`src/rtl/c7bbiu_pkg.sv`:
```
// c7bbiu_pkg: shared types and defaults for the BIU request arbiter.
//   owner_e  - which requester owns the outstanding transaction
//   state_e  - arbiter FSM states
//   DEF_*    - default watchdog timeout and IFU starvation limit
//   *_W      - counter widths (watchdog and starvation counters are 8 bits)
package c7bbiu_pkg;

    typedef enum logic [1:0] {
        OWN_IFU    = 2'd0,
        OWN_LSU_RD = 2'd1,
        OWN_LSU_WR = 2'd2
    } owner_e;

    typedef enum logic [1:0] {
        ST_IDLE,
        ST_REQ,
        ST_RESP
    } state_e;

    localparam int unsigned DEF_TIMEOUT      = 255;
    localparam int unsigned DEF_STARVE_LIMIT = 4;
    localparam int unsigned WDOG_W           = 8;
    localparam int unsigned STARVE_W         = 8;

endpackage

```
`src/rtl/c7bbiu_arb_pick.sv`:
```
// c7bbiu_arb_pick: combinational requester picker.
//   ifu_req, lsu_rd_req, lsu_wr_req - pending requests
//   starve_cnt                      - consecutive LSU grants while IFU waited
//   gnt                             - one-hot grant, bit index = owner code
//   owner                           - owner code of the winner (IFU when none)
//   any_req                         - some requester won
module c7bbiu_arb_pick
    import c7bbiu_pkg::*;
#(
    parameter int unsigned STARVE_LIMIT = DEF_STARVE_LIMIT
) (
    input  logic                ifu_req,
    input  logic                lsu_rd_req,
    input  logic                lsu_wr_req,
    input  logic [STARVE_W-1:0] starve_cnt,
    output logic [2:0]          gnt,
    output owner_e              owner,
    output logic                any_req
);

    always_comb begin
        gnt   = '0;
        owner = OWN_IFU;
        // A starved IFU overrides the normal write > read > IFU order.
        if (ifu_req && (starve_cnt == STARVE_W'(STARVE_LIMIT))) begin
            gnt[0] = 1'b1;
            owner  = OWN_IFU;
        end else if (lsu_wr_req) begin
            gnt[2] = 1'b1;
            owner  = OWN_LSU_WR;
        end else if (lsu_rd_req) begin
            gnt[1] = 1'b1;
            owner  = OWN_LSU_RD;
        end else if (ifu_req) begin
            gnt[0] = 1'b1;
            owner  = OWN_IFU;
        end
        any_req = |gnt;
    end

endmodule

```
`src/rtl/c7bbiu.sv`:
```
// c7bbiu_arb: shares one memory port between the IFU (reads) and the LSU
// (reads and writes), one transaction outstanding at a time.
//   clk, reset          - clock, asynchronous active-high reset
//   ifu_biu_* / biu_ifu_*  - IFU request handshake and read response
//   lsu_biu_* / biu_lsu_*  - LSU read/write request handshakes and responses
//   arb_mem_* / mem_arb_*  - downstream request, grant and responses
// Responses are routed combinationally to the owner in the cycle they
// arrive; a watchdog turns a missing response into a bus error.
module c7bbiu_arb
    import c7bbiu_pkg::*;
#(
    parameter int unsigned ADDR_W       = 32,
    parameter int unsigned DATA_W       = 64,
    parameter int unsigned STARVE_LIMIT = DEF_STARVE_LIMIT,
    parameter int unsigned TIMEOUT      = DEF_TIMEOUT
) (
    input  logic                clk,
    input  logic                reset,
    input  logic                ifu_biu_rd_req,
    input  logic [ADDR_W-1:0]   ifu_biu_rd_addr,
    output logic                biu_ifu_rd_ack,
    output logic                biu_ifu_data_valid,
    output logic [DATA_W-1:0]   biu_ifu_data,
    output logic                biu_ifu_buserr,
    input  logic                lsu_biu_rd_req_ls2,
    input  logic [ADDR_W-1:0]   lsu_biu_rd_addr_ls2,
    output logic                biu_lsu_rd_ack_ls2,
    output logic                biu_lsu_data_valid_ls3,
    output logic [DATA_W-1:0]   biu_lsu_data_ls3,
    input  logic                lsu_biu_wr_req_ls2,
    input  logic [ADDR_W-1:0]   lsu_biu_wr_addr_ls2,
    input  logic [DATA_W-1:0]   lsu_biu_wr_data_ls2,
    input  logic [DATA_W/8-1:0] lsu_biu_wr_strb_ls2,
    output logic                biu_lsu_wr_ack_ls2,
    output logic                biu_lsu_wr_done_ls3,
    output logic                biu_lsu_buserr_ls3,
    output logic                arb_mem_req,
    output logic                arb_mem_we,
    output logic [ADDR_W-1:0]   arb_mem_addr,
    output logic [DATA_W-1:0]   arb_mem_wdata,
    output logic [DATA_W/8-1:0] arb_mem_strb,
    input  logic                mem_arb_gnt,
    input  logic                mem_arb_rvalid,
    input  logic [DATA_W-1:0]   mem_arb_rdata,
    input  logic                mem_arb_bvalid,
    input  logic                mem_arb_err
);

    localparam logic [STARVE_W-1:0] STARVE_MAX = STARVE_W'(STARVE_LIMIT);

    state_e                state_q, state_d;
    owner_e                owner_q;
    logic                  we_q;
    logic [ADDR_W-1:0]     addr_q;
    logic [DATA_W-1:0]     wdata_q;
    logic [DATA_W/8-1:0]   strb_q;
    logic [STARVE_W-1:0]   starve_q;
    logic [WDOG_W-1:0]     wdog_q;

    logic [2:0]            pick_gnt;
    owner_e                pick_owner;
    logic                  pick_any;

    logic                  resp_match;
    logic                  wdog_fire;
    logic                  resp_fire;

    c7bbiu_arb_pick #(
        .STARVE_LIMIT(STARVE_LIMIT)
    ) u_pick (
        .ifu_req    (ifu_biu_rd_req),
        .lsu_rd_req (lsu_biu_rd_req_ls2),
        .lsu_wr_req (lsu_biu_wr_req_ls2),
        .starve_cnt (starve_q),
        .gnt        (pick_gnt),
        .owner      (pick_owner),
        .any_req    (pick_any)
    );

    // Only a response of the owner's type counts; the other kind is ignored.
    assign resp_match = (state_q == ST_RESP) &&
                        ((owner_q == OWN_LSU_WR) ? mem_arb_bvalid : mem_arb_rvalid);
    assign wdog_fire  = (state_q == ST_RESP) && (wdog_q == WDOG_W'(TIMEOUT));
    assign resp_fire  = resp_match || wdog_fire;

    // State register
    always_ff @(posedge clk or posedge reset) begin
        if (reset) state_q <= ST_IDLE;
        else       state_q <= state_d;
    end

    // Next-state logic
    always_comb begin
        state_d = state_q;
        unique case (state_q)
            ST_IDLE: if (pick_any)    state_d = ST_REQ;
            ST_REQ:  if (mem_arb_gnt) state_d = ST_RESP;
            ST_RESP: if (resp_fire)   state_d = ST_IDLE;
            default:                  state_d = ST_IDLE;
        endcase
    end

    // Payload latch, starvation counter and watchdog
    always_ff @(posedge clk or posedge reset) begin
        if (reset) begin
            owner_q  <= OWN_IFU;
            we_q     <= 1'b0;
            addr_q   <= '0;
            wdata_q  <= '0;
            strb_q   <= '0;
            starve_q <= '0;
            wdog_q   <= '0;
        end else begin
            unique case (state_q)
                ST_IDLE: begin
                    if (pick_any) begin
                        owner_q <= pick_owner;
                        unique case (pick_owner)
                            OWN_LSU_WR: begin
                                we_q    <= 1'b1;
                                addr_q  <= lsu_biu_wr_addr_ls2;
                                wdata_q <= lsu_biu_wr_data_ls2;
                                strb_q  <= lsu_biu_wr_strb_ls2;
                            end
                            OWN_LSU_RD: begin
                                we_q    <= 1'b0;
                                addr_q  <= lsu_biu_rd_addr_ls2;
                                wdata_q <= '0;
                                strb_q  <= '0;
                            end
                            default: begin
                                we_q    <= 1'b0;
                                addr_q  <= ifu_biu_rd_addr;
                                wdata_q <= '0;
                                strb_q  <= '0;
                            end
                        endcase
                    end
                    // Counts LSU wins only while the IFU is actually waiting.
                    if (!ifu_biu_rd_req || pick_gnt[0]) begin
                        starve_q <= '0;
                    end else if (pick_any && (starve_q < STARVE_MAX)) begin
                        starve_q <= starve_q + STARVE_W'(1);
                    end
                end
                ST_REQ: begin
                    if (mem_arb_gnt) wdog_q <= '0;
                end
                ST_RESP: begin
                    wdog_q <= wdog_q + WDOG_W'(1);
                end
                default: ;
            endcase
        end
    end

    // Outputs
    always_comb begin
        biu_ifu_rd_ack         = 1'b0;
        biu_ifu_data_valid     = 1'b0;
        biu_ifu_data           = '0;
        biu_ifu_buserr         = 1'b0;
        biu_lsu_rd_ack_ls2     = 1'b0;
        biu_lsu_data_valid_ls3 = 1'b0;
        biu_lsu_data_ls3       = '0;
        biu_lsu_wr_ack_ls2     = 1'b0;
        biu_lsu_wr_done_ls3    = 1'b0;
        biu_lsu_buserr_ls3     = 1'b0;
        arb_mem_req            = 1'b0;
        arb_mem_we             = 1'b0;
        arb_mem_addr           = '0;
        arb_mem_wdata          = '0;
        arb_mem_strb           = '0;
        unique case (state_q)
            ST_REQ: begin
                arb_mem_req   = 1'b1;
                arb_mem_we    = we_q;
                arb_mem_addr  = addr_q;
                arb_mem_wdata = wdata_q;
                arb_mem_strb  = strb_q;
                if (mem_arb_gnt) begin
                    unique case (owner_q)
                        OWN_LSU_WR: biu_lsu_wr_ack_ls2 = 1'b1;
                        OWN_LSU_RD: biu_lsu_rd_ack_ls2 = 1'b1;
                        default:    biu_ifu_rd_ack     = 1'b1;
                    endcase
                end
            end
            ST_RESP: begin
                if (resp_fire) begin
                    // A real response wins over a watchdog expiry in the same cycle.
                    unique case (owner_q)
                        OWN_LSU_WR: begin
                            biu_lsu_wr_done_ls3 = 1'b1;
                            biu_lsu_buserr_ls3  = resp_match ? mem_arb_err : 1'b1;
                        end
                        OWN_LSU_RD: begin
                            biu_lsu_data_valid_ls3 = 1'b1;
                            biu_lsu_data_ls3       = resp_match ? mem_arb_rdata : '0;
                            biu_lsu_buserr_ls3     = resp_match ? mem_arb_err : 1'b1;
                        end
                        default: begin
                            biu_ifu_data_valid = 1'b1;
                            biu_ifu_data       = resp_match ? mem_arb_rdata : '0;
                            biu_ifu_buserr     = resp_match ? mem_arb_err : 1'b1;
                        end
                    endcase
                end
            end
            default: ;
        endcase
    end

endmodule

```
`config.mk`:
```
export PLATFORM = sky130hd
export DESIGN_NAME = c7bbiu_arb
export DESIGN_NICKNAME = d
export VERILOG_FILES = /design/src/rtl/c7bbiu_pkg.sv /design/src/rtl/c7bbiu_arb_pick.sv /design/src/rtl/c7bbiu.sv
export SDC_FILE = /design/constraint.sdc
export NUM_CORES = 1
export LEC_CHECK = 0
export CELL_PAD_IN_SITES_DETAIL_PLACEMENT = 0
export CELL_PAD_IN_SITES_GLOBAL_PLACEMENT = 1
export CORE_AREA = 2 2 186 188
export CTS_CLUSTER_SIZE = 25
export DETAILED_ROUTE_END_ITERATION = 10
export DIE_AREA = 0 0 188 190
export GPL_TIMING_DRIVEN = 0
export PLACE_DENSITY = 0.8
export SETUP_SLACK_MARGIN = 0.4
export SKIP_CTS_REPAIR_TIMING = 1
export SLEW_MARGIN = 20
export SYNTH_ARGS = -nofsm -noshare
export SYNTH_HDL_FRONTEND = slang
export SYNTH_SLANG_ARGS = --single-unit
```
`constraint.sdc`:
```
create_clock -name clk -period 4 [get_ports clk]
set_input_delay 0.8 -clock clk [delete_from_list [all_inputs] [get_ports clk]]
set_output_delay 0.8 -clock clk [all_outputs]
set_load 0.005 [all_outputs]
```
==> reports/metrics.cfg, run 1 <==
[clocking]
insertion_delay_ns=0.42
path_clk_slew_ns=0.06
numCtsBuffers=17
h-tree-depth=4
tritoncts=done
root_buffer=clkbuf_16
clock-sinks=125
cts_max_path_buffers=2

[grt]
grt_pass1_wl_um=53400
grt_max_degree=34
track_usage=0.197
antenna_found_initial=9
first_global_vias=8713
grt-ovfl-total=0

[worst_hold_path]
hold_class=reg -> reg
whs_endpoint=addr_q[20]
min_path_cells=2
hold_start=addr_q[20]

[detailed_routing]
avgRoutedWirePerCell_um=19.0
drc=0
dr_total_vias=8511
antenna_left=0
vias_per_cell=4.48
drtPass1Iterations=4
wirelength_um=36000
drt_iter0_drc=265

[timing]
fmax_mhz=280
slew_headroom=0.616
setup_viol=0
skew_ns=0.0115
fin_crit_sh=0.891
min_period_ns=3.57
rsz0062_at_grt=true
tightest_slew_ns=0.573
setup_slack_ns=0.434
drv_slew=0
finalHoldViolCount=0

[logic_synthesis]
netlist_instances=917
ys_top_cells_by_area=dfrtp_1 43%, and3_1 11%, nand2_1 9.3%, and2_1 9.2%, o21ai_0 6.8%
synth.avg_cell_area_sq_um=7.98
async_flop_share=1.00
synth_area_sq_um=7310
ys_ff_latch=125
synth_ff_type=dfrtp_1
yosys_warnings=0
syn_nets=1165
ys_types=47
synth_edf_count=0
ys_seq_area_frac=0.428
synth_top_area_frac=0.428
synth_area_leader_cell=dfrtp_1

[layout]
fill_cells=3383
postLayoutCoreUtil=0.398
layout.nets=1674
area_growth_pct=84.6
final_common_cell=clkdlybuf4s50_1
post_route_cells_drive_above_1_share=0.0653
most-common-layout-cells=471 x clkdlybuf4s50_1, 182 x nand2_1, 129 x and3_1, 125 x dfrtp_1, 108 x and2_1
multi_input_area_sq_um=3810
regArea_sq_um=3130

[setup_path]
reg2regPathDepth=9
cp-start-kind=input pin
cp.arrival_ns=2.77
required_ns=3.20
crit_path_end_kind=primary output
r2r_setup_slack_ns=0.91
startpoint=mem_arb_rvalid
critical_path_class=in -> out
cp_max_fo=10
r2r_start=starve_q[7]
r2r_end=wdata_q[54]

[die]
die_w_um=188
fp.dieH_um=190
coreArea_sq_um=33900
initial_utilization=0.215
dieArea_sq_um=35700
rows=68
ios=483

[status]
status=complete, no violations

[place]
gp_congestion=0.909
pre_cts_slack_ns=-0.181
dp.final_hpwl_um=30000
portBuffers=482

[power_and_ir_drop]
p_leak_nw=6.10
max-vdd-ir-drop_mv=0.238
p_per_area_nw_per_um2=526

[job]
drv_cap=0

## metal layers
layer	GRT usage	share of wire	vias up
met5	0	0.00036	-
met4	0.0551	0.017	2
met3	0.0481	0.065	28
met2	0.381	0.54	338
met1	0.212	0.38	4029
li1	-	-	4114
## cells by family after synthesis
kind of cell               count (synthesis)  synth area share
buffers and inverters                     94            0.0518
muxes                                      3           0.00445
and+or+nand+nor                          495             0.352
adders and majority gates                  7            0.0120
xor gates and xnor gates                   4           0.00479
DFF                                      125             0.428
AOI/OAI and AO/OA                        189             0.148
## critical path, stage by stage
cell and delay [ns]:
clkdlybuf4s50_1 0.45, mux2i_1 0.10, nor2_2 0.26, buf_4 0.17, buf_6 0.13, buf_4 0.16
and3_1 0.17, clkdlybuf4s50_1 0.52
## stage by stage
step	power, mW	instances	TNS, ns	hold WS (ns)	instance area, sq um
2_1_floorplan	3.61	917	0	0.442	7320
3_3_place_gp	5.45	1854	-0.232	0.452	12700
3_5_place_dp	5.51	1858	-0.453	0.462	12800
4_1_cts	7.16	1890	-0.00218	0.475	13400
5_1_grt	7.64	1900	0	0.487	13500
6_report	7.10	1900	0	0.470	13500
## worst max path at each step
stage | endpoint | slack (ns) | cells after the start
2_1_floorplan | addr_q[23] | 1.49 | 10
3_3_place_gp | wdata_q[63] | -0.12 | 10
3_5_place_dp | wdata_q[63] | -0.18 | 10
4_1_cts | arb_mem_addr[1] | -0.002 | 6
5_1_grt | biu_lsu_buserr_ls3 | 0.37 | 7
6_report | biu_ifu_data[60] | 0.43 | 8
## synthesized netlist by cell type (5+ instances only)
master,count
nand2_1,182
and3_1,129
dfrtp_1,125
and2_1,108
o21ai_0,100
clkbuf_1,66
nor2_1,41
a21oi_1,36
a22oi_1,32
buf_2,10
o21ai_1,10
inv_1,8
ha_1,7
and2_2,6
clkbuf_2,5
nand3_1,5
## state kept, by name (all words and copies together) (netlist names)
| register | flops |
|---|---|
| wdog_q | 8 |
| owner_q | 2 |
| addr_q | 32 |
| wdata_q | 64 |
| strb_q | 8 |
| state_q | 2 |
| we_q | 1 |
| starve_q | 8 |
## where the power goes
group | internal [mW] | total [mW] | switching [mW]
combinational | 1.57 | 3.41 | 1.84
clock | 0.933 | 1.61 | 0.680
sequential | 1.80 | 2.08 | 0.283
## final cells by class
cell class | count | area share
multi-input cells | 698 | 0.282
clock buffers | 18 | 0.0318
inverters | 8 | 0.00250
clock inverters | 14 | 0.0118
flip-flops and latches | 125 | 0.232
diodes | 6 | 0.00111
plain buffers | 86 | 0.0291
well taps | 455 | 0.0422
repair buffers | 490 | 0.368
Power figures use the tool's default switching activity.
==> run 2, diff against run 1 <==
ABC_AREA = 1   (was unset)
CORE_AREA = unset   (was 2 2 186 188)
CORE_UTILIZATION = 23   (was unset)
DIE_AREA = unset   (was 0 0 188 190)
HOLD_SLACK_MARGIN = 0.05   (was unset)
PLACE_DENSITY = 0.81   (was 0.8)
==> reports/metrics.cfg, run 2 <==
[status]
status=complete, no violations

[layout]
post_route_cells_drive_above_1_share=0.126  ; +0.0612
antennaDiodeCount=0  ; -6
layout.nets=1840  ; +9.9%
regMostFlops=wdata_q
fill_cells=3572  ; +5.6%
final_common_cell=clkdlybuf4s50_1
reg_top3=wdata_q: 64 flops, addr_q: 32 flops
area_growth_pct=74.6
most-common-layout-cells=482 x clkdlybuf4s50_1, 229 x inv_1, 133 x nor2_1, 125 x dfrtp_1, 112 x nor3_2
largest_register_ffs=64  ; unchanged

[logic_synthesis]
async_flop_share=1.00  ; unchanged
syn_nets=1335  ; +15%
ys_ff_latch=125  ; unchanged
yosys_warnings=0  ; unchanged
ys_seq_area_frac=0.382  ; -0.0459
yosys-top-cells-count=230 x inv_1, 133 x nor2_1, 125 x dfrtp_1
synth_edf_count=0  ; unchanged
ys_top_cells_by_area=dfrtp_1 38%, nor3_2 14%, inv_1 11%, o21ai_0 6.7%, nor2_1 6.1%
synth_area_sq_um=8190  ; +12%
synth.most_common_cell=inv_1
synth_ff_type=dfrtp_1
netlist_instances=1087  ; +19%
synth_top_area_frac=0.382  ; -0.0459
synth.avg_cell_area_sq_um=7.54  ; -5.5%
ys_types=26  ; -45%
synth_area_leader_cell=dfrtp_1

[detailed_routing]
wirelength_um=36700  ; +2.0%
drtPass1Iterations=5  ; +1
avgRoutedWirePerCell_um=17.8  ; -5.9%
drt_iter0_drc=349  ; +32%
drc=0  ; unchanged
vias_per_cell=4.41  ; -1.6%
antenna_left=0  ; unchanged
dr_total_vias=9082  ; +6.7%

[place]
portBuffers=482  ; unchanged
gp_congestion=0.934  ; +2.8%
dp.final_hpwl_um=30600  ; +2.2%
pre_cts_slack_ns=0.422  ; +0.602 ns

[clocking]
insertion_delay_ns=0.42  ; about the same
root_buffer=clkbuf_16
path_clk_slew_ns=0.06  ; about the same
cts_max_path_buffers=2  ; unchanged
tritoncts=done
clock-sinks=125  ; unchanged
numCtsBuffers=17  ; unchanged
h-tree-depth=4  ; unchanged

[timing]
setup_slack_ns=0.442  ; +0.00803 ns
skew_ns=0.0153  ; +0.00381 ns
tns_ns=0  ; unchanged
rsz0062_at_grt=true
fmax_mhz=281  ; +0.23%
worst_hold_slack_ns=0.485  ; +0.0146 ns
finalHoldViolCount=0  ; unchanged
drv_slew=0  ; unchanged
setup_viol=0  ; unchanged
fin_crit_sh=0.889  ; -0.00201
tightest_slew_ns=0.720  ; +0.147 ns
slew_headroom=0.520  ; -0.0962
min_period_ns=3.56  ; -0.00803 ns

[die]
initial_utilization=0.235  ; +0.0200
dieArea_sq_um=36400  ; +1.8%
fp.dieH_um=191  ; +0.38%
coreArea_sq_um=34800  ; +2.5%
rows=68  ; unchanged
ios=483  ; unchanged
die_w_um=191  ; +1.4%

[grt]
grt_pass1_wl_um=54200  ; +1.4%
grt_max_degree=33  ; -2.9%
track_usage=0.197  ; about the same
antenna_found_initial=0  ; -9
grt-ovfl-total=0  ; unchanged
first_global_vias=9191  ; +5.5%

[power_and_ir_drop]
max-vdd-ir-drop_mv=0.374  ; +57%
p_total_mw=7.55  ; +6.3%
p_leak_nw=6.07  ; -0.55%
p_per_area_nw_per_um2=528  ; +0.35%

[setup_path]
setup.worst_path.end=biu_lsu_data_ls3[63]
r2r_setup_slack_ns=1.22  ; +0.31 ns
cp_max_fo=10  ; unchanged
required_ns=3.20  ; about the same
startpoint=mem_arb_rvalid
r2r_start=starve_q[0]
crit_path_end_kind=primary output
cp.arrival_ns=2.76  ; about the same
reg2regPathDepth=12  ; +3
cp-start-kind=input pin
r2r_end=wdata_q[7]
critical_path_class=in -> out

[worst_hold_path]
hold_class=reg -> reg

[job]
drv_cap=0  ; unchanged

==> run 2: cell count changes after synthesis, sizes merged, moves of 4 or more <==
| cell | previous run | this run |
|---|---|---|
| a22o | 1 | 32 |
| a22oi | 32 | 0 |
| and2 | 114 | 0 |
| and3 | 129 | 0 |
| buf | 15 | 41 |
| clkbuf | 71 | 43 |
| inv | 8 | 232 |
| nand2 | 183 | 96 |
| nand3 | 5 | 83 |
| nor2 | 44 | 135 |
| nor2b | 4 | 0 |
| nor3 | 4 | 137 |
==> run 2: worst max-delay path: stages <==
cell,delay (ns)
clkdlybuf4s50_1,0.45
nor2_1,0.05
nor2_2,0.12
o21ai_2,0.11
buf_6,0.17
nor3_1,0.45
clkdlybuf4s50_1,0.61
==> run 2: layer usage <==
layer  track usage  wire length [um]  vias up
met2         0.377             19800      331
li1              -                 -     4446
met3        0.0394              2100       40
met1         0.211             13900     4265
met4        0.0720               967        0
met5             0                 0        -
==> run 2: logic make-up after synthesis <==
group	share of synthesized area
and+or+nand+nor	0.317
buffers and inverters	0.164
AOI/OAI and AO/OA	0.126
DFF	0.382
adders and majority gates	0.0107
xor gates and xnor gates	0.00107
==> run 2: worst min-delay path by stage <==
stage | slack (ns) | end | start | cells past startpoint
global placement | 0.46 | addr_q[5] | addr_q[5] | 2
CTS | 0.49 | addr_q[22] | addr_q[22] | 2
detailed placement | 0.47 | addr_q[1] | addr_q[1] | 2
global route | 0.49 | addr_q[2] | addr_q[2] | 2
finish | 0.48 | addr_q[0] | addr_q[0] | 2
floorplan | 0.45 | addr_q[0] | addr_q[0] | 2
==> run 2: area by class of cell <==
type	count	area, sq um	area share
Multi-Input combinational cell	646	3730	0.261
Tap cell	455	569	0.0398
Inverter	232	875	0.0611
Clock buffer	18	429	0.0300
Buffer	84	478	0.0334
Clock inverter	14	184	0.0129
Sequential cell	125	3130	0.219
Timing Repair Buffer	486	4910	0.343
==> run 2: power breakdown <==
group          switching, mW  total (mW)  internal (mW)
Sequential             0.209        2.00           1.79
Combinational           2.31        3.90           1.59
Clock                  0.656        1.65          0.997
Total                   3.17        7.55           4.38
==> run 2: stage by stage <==
step	util	cells	area (sq um)
final	0.411	2060	14300
after global routing	0.411	2060	14300
after CTS	0.411	2060	14300
after detailed placement	0.393	2028	13700
after global placement	0.391	2024	13600
after floorplan	-	1087	8200
==> run 3, diff against run 2 <==
--- a/config.mk
+++ b/config.mk
@@ -18,3 +18,3 @@
 export SKIP_CTS_REPAIR_TIMING = 1
-export SLEW_MARGIN = 20
+export SLEW_MARGIN = 10
 export SYNTH_ARGS = -nofsm -noshare
--- a/constraint.sdc
+++ b/constraint.sdc
@@ -3,2 +3,2 @@
 set_output_delay 0.8 -clock clk [all_outputs]
-set_load 0.005 [all_outputs]
+set_load 0.02 [all_outputs]
==> reports/metrics.cfg, run 3 (synthesis gave the netlist of run 2 again) <==
[status]
status=complete, no violations

[detailed_routing]
dr_total_vias=9058  ; -0.26%
wirelength_um=36800  ; about the same
drc=0  ; unchanged
drt_iter0_drc=353  ; +1.1%
avgRoutedWirePerCell_um=17.9  ; +0.13%
vias_per_cell=4.40  ; -0.22%
drtPass1Iterations=4  ; -1
antenna_left=0  ; unchanged

[layout]
stdcell_count=2059  ; -0.049%
final_common_cell=clkdlybuf4s50_1
post_route_cells_drive_above_1_share=0.128  ; +0.00133
largest_register_ffs=64  ; unchanged
layout.nets=1839  ; -0.054%
most-common-layout-cells=478 x clkdlybuf4s50_1, 229 x inv_1, 133 x nor2_1, 125 x dfrtp_1, 112 x nor3_2
antennaDiodeCount=0  ; unchanged
reg_top3=wdata_q: 64 flops, addr_q: 32 flops
area_growth_pct=74.7  ; about the same
fill_cells=3598  ; +0.73%
regMostFlops=wdata_q

[place]
portBuffers=482  ; unchanged
dp.final_hpwl_um=30500  ; -0.24%
dp_cells=2027  ; -0.049%
gp_congestion=0.934  ; unchanged

[setup_path]
cp_cell_sequence=clkdlybuf4s50_1 -> nor2_1 -> nor2_2 -> o21ai_2 -> buf_6 -> buf_6 -> nor3_2 -> clkdlybuf4s50_1
cp.arrival_ns=2.71  ; -0.05 ns
critical_path_class=in -> out
crit_path_end_kind=primary output
required_ns=3.20  ; about the same
critPathMaxStageDelay_ns=0.65  ; +0.04 ns
cpMaxStageDelayCell=clkdlybuf4s50_1
r2r_setup_slack_ns=1.23  ; about the same
cp_max_fo=10  ; unchanged
cp-start-kind=input pin

[timing]
fin_crit_sh=0.877  ; -0.0128
skew_ns=0.0145  ; -0.000824 ns
slew_headroom=0.488  ; -0.0324
setup_viol=0  ; unchanged
finalHoldViolCount=0  ; unchanged
fmax_mhz=285  ; +1.5%
drv_slew=0  ; unchanged
min_period_ns=3.51  ; -0.0513 ns
rsz0062_at_grt=false
tightest_slew_ns=0.767  ; +0.0470 ns
tns_ns=0  ; unchanged

[power_and_ir_drop]
p_per_area_nw_per_um2=563  ; +6.7%
p_leak_nw=6.15  ; +1.3%
max-vdd-ir-drop_mv=0.251  ; -33%
switching_share=0.451  ; +0.0307
combPwrFrac=0.543  ; +0.027
p_switching_mw=3.63  ; +15%
p_int_mw=4.43  ; +1.1%
clockPowerShare=0.210  ; -0.009
pwr-share-seq=0.248  ; -0.017

[die]
initial_utilization=0.235  ; unchanged
coreArea_sq_um=34800  ; unchanged
ios=483  ; unchanged
dieArea_sq_um=36400  ; unchanged
die_w_um=191  ; unchanged
fp.dieH_um=191  ; unchanged
rows=68  ; unchanged

[grt]
first_global_vias=9248  ; +0.62%
grt_max_degree=34  ; +3.0%
track_usage=0.197  ; about the same
antenna_found_initial=0  ; unchanged
grt_pass1_wl_um=54000  ; -0.37%
grt-ovfl-total=0  ; unchanged

[clocking]
cts_max_path_buffers=2  ; unchanged
insertion_delay_ns=0.42  ; about the same
numCtsBuffers=17  ; unchanged
root_buffer=clkbuf_16
clock-sinks=125  ; unchanged
h-tree-depth=4  ; unchanged
tritoncts=done
path_clk_slew_ns=0.06  ; about the same

[job]
drv_cap=0  ; unchanged

[worst_hold_path]
hold_class=reg -> reg

[run 3: cell count changes in the layout (fill, tap and decap cells not counted), sizes merged]
cell           delta
clkdlybuf4s50     -4
dlymetal6s2s      +4
clkinv            -2
buf               -1
clkbuf            +1
inv               +1
[run 3: worst paths after layout]
check                           depth (start not counted)         endpoint            from
worst max-delay path                                    8  biu_ifu_data[2]  mem_arb_rvalid
worst min-delay path                                    2       addr_q[22]      addr_q[22]
worst max register to register                         12       wdata_q[7]     starve_q[0]
worst min register to register                          2       addr_q[22]      addr_q[22]
max in group asynchronous                               4      wdata_q[47]           reset
min in group asynchronous                               2        wdog_q[3]           reset
[run 3: per-layer routing]
layer | wire length [um] | part of all wire | global-route usage | vias up
met5 | 0 | 0 | 0 | -
met4 | 1270 | 0.034 | 0.0843 | 0
met3 | 2340 | 0.064 | 0.0427 | 54
met2 | 19500 | 0.53 | 0.370 | 341
met1 | 13700 | 0.37 | 0.210 | 4235
li1 | - | - | - | 4428
[run 3: through the flow]
step	total power, mW	setup WS, ns	util	cell area (sq um)	hold slack [ns]
5_1_grt	8.63	0.404	0.411	14300	0.499
3_3_place_gp	6.36	0.309	0.391	13600	0.464
6_report	8.06	0.494	0.411	14300	0.480
4_1_cts	8.15	0.158	0.410	14300	0.488
2_1_floorplan	4.52	1.52	-	8200	0.453
3_5_place_dp	6.42	0.327	0.392	13600	0.473
[run 3: worst max-delay path, delay by kind of cell]
kind	cells	cell delay, ns
compound gates	1	0.11
buf+inv	4	1.43
simple gates	3	0.35
[run 3: layout make-up]
type / instances / area [sq um] / area share
Clock buffer: 19 / 453 / 0.0316
Buffer: 84 / 485 / 0.0339
Sequential cell: 125 / 3130 / 0.219
Inverter: 232 / 875 / 0.0611
Multi-Input combinational cell: 646 / 3730 / 0.261
Clock inverter: 13 / 178 / 0.0124
Timing Repair Buffer: 485 / 4890 / 0.342
Tap cell: 455 / 569 / 0.0398
[run 3: power by group through the flow]
stage,combinational [mW],clock (mW),sequential (mW)
after detailed placement,4.40,0,2.02
final,4.38,1.69,2.00
after floorplan,2.56,0,1.96
after CTS,4.42,1.73,1.99
after global placement,4.36,0,2.00
after global routing,4.80,1.78,2.05
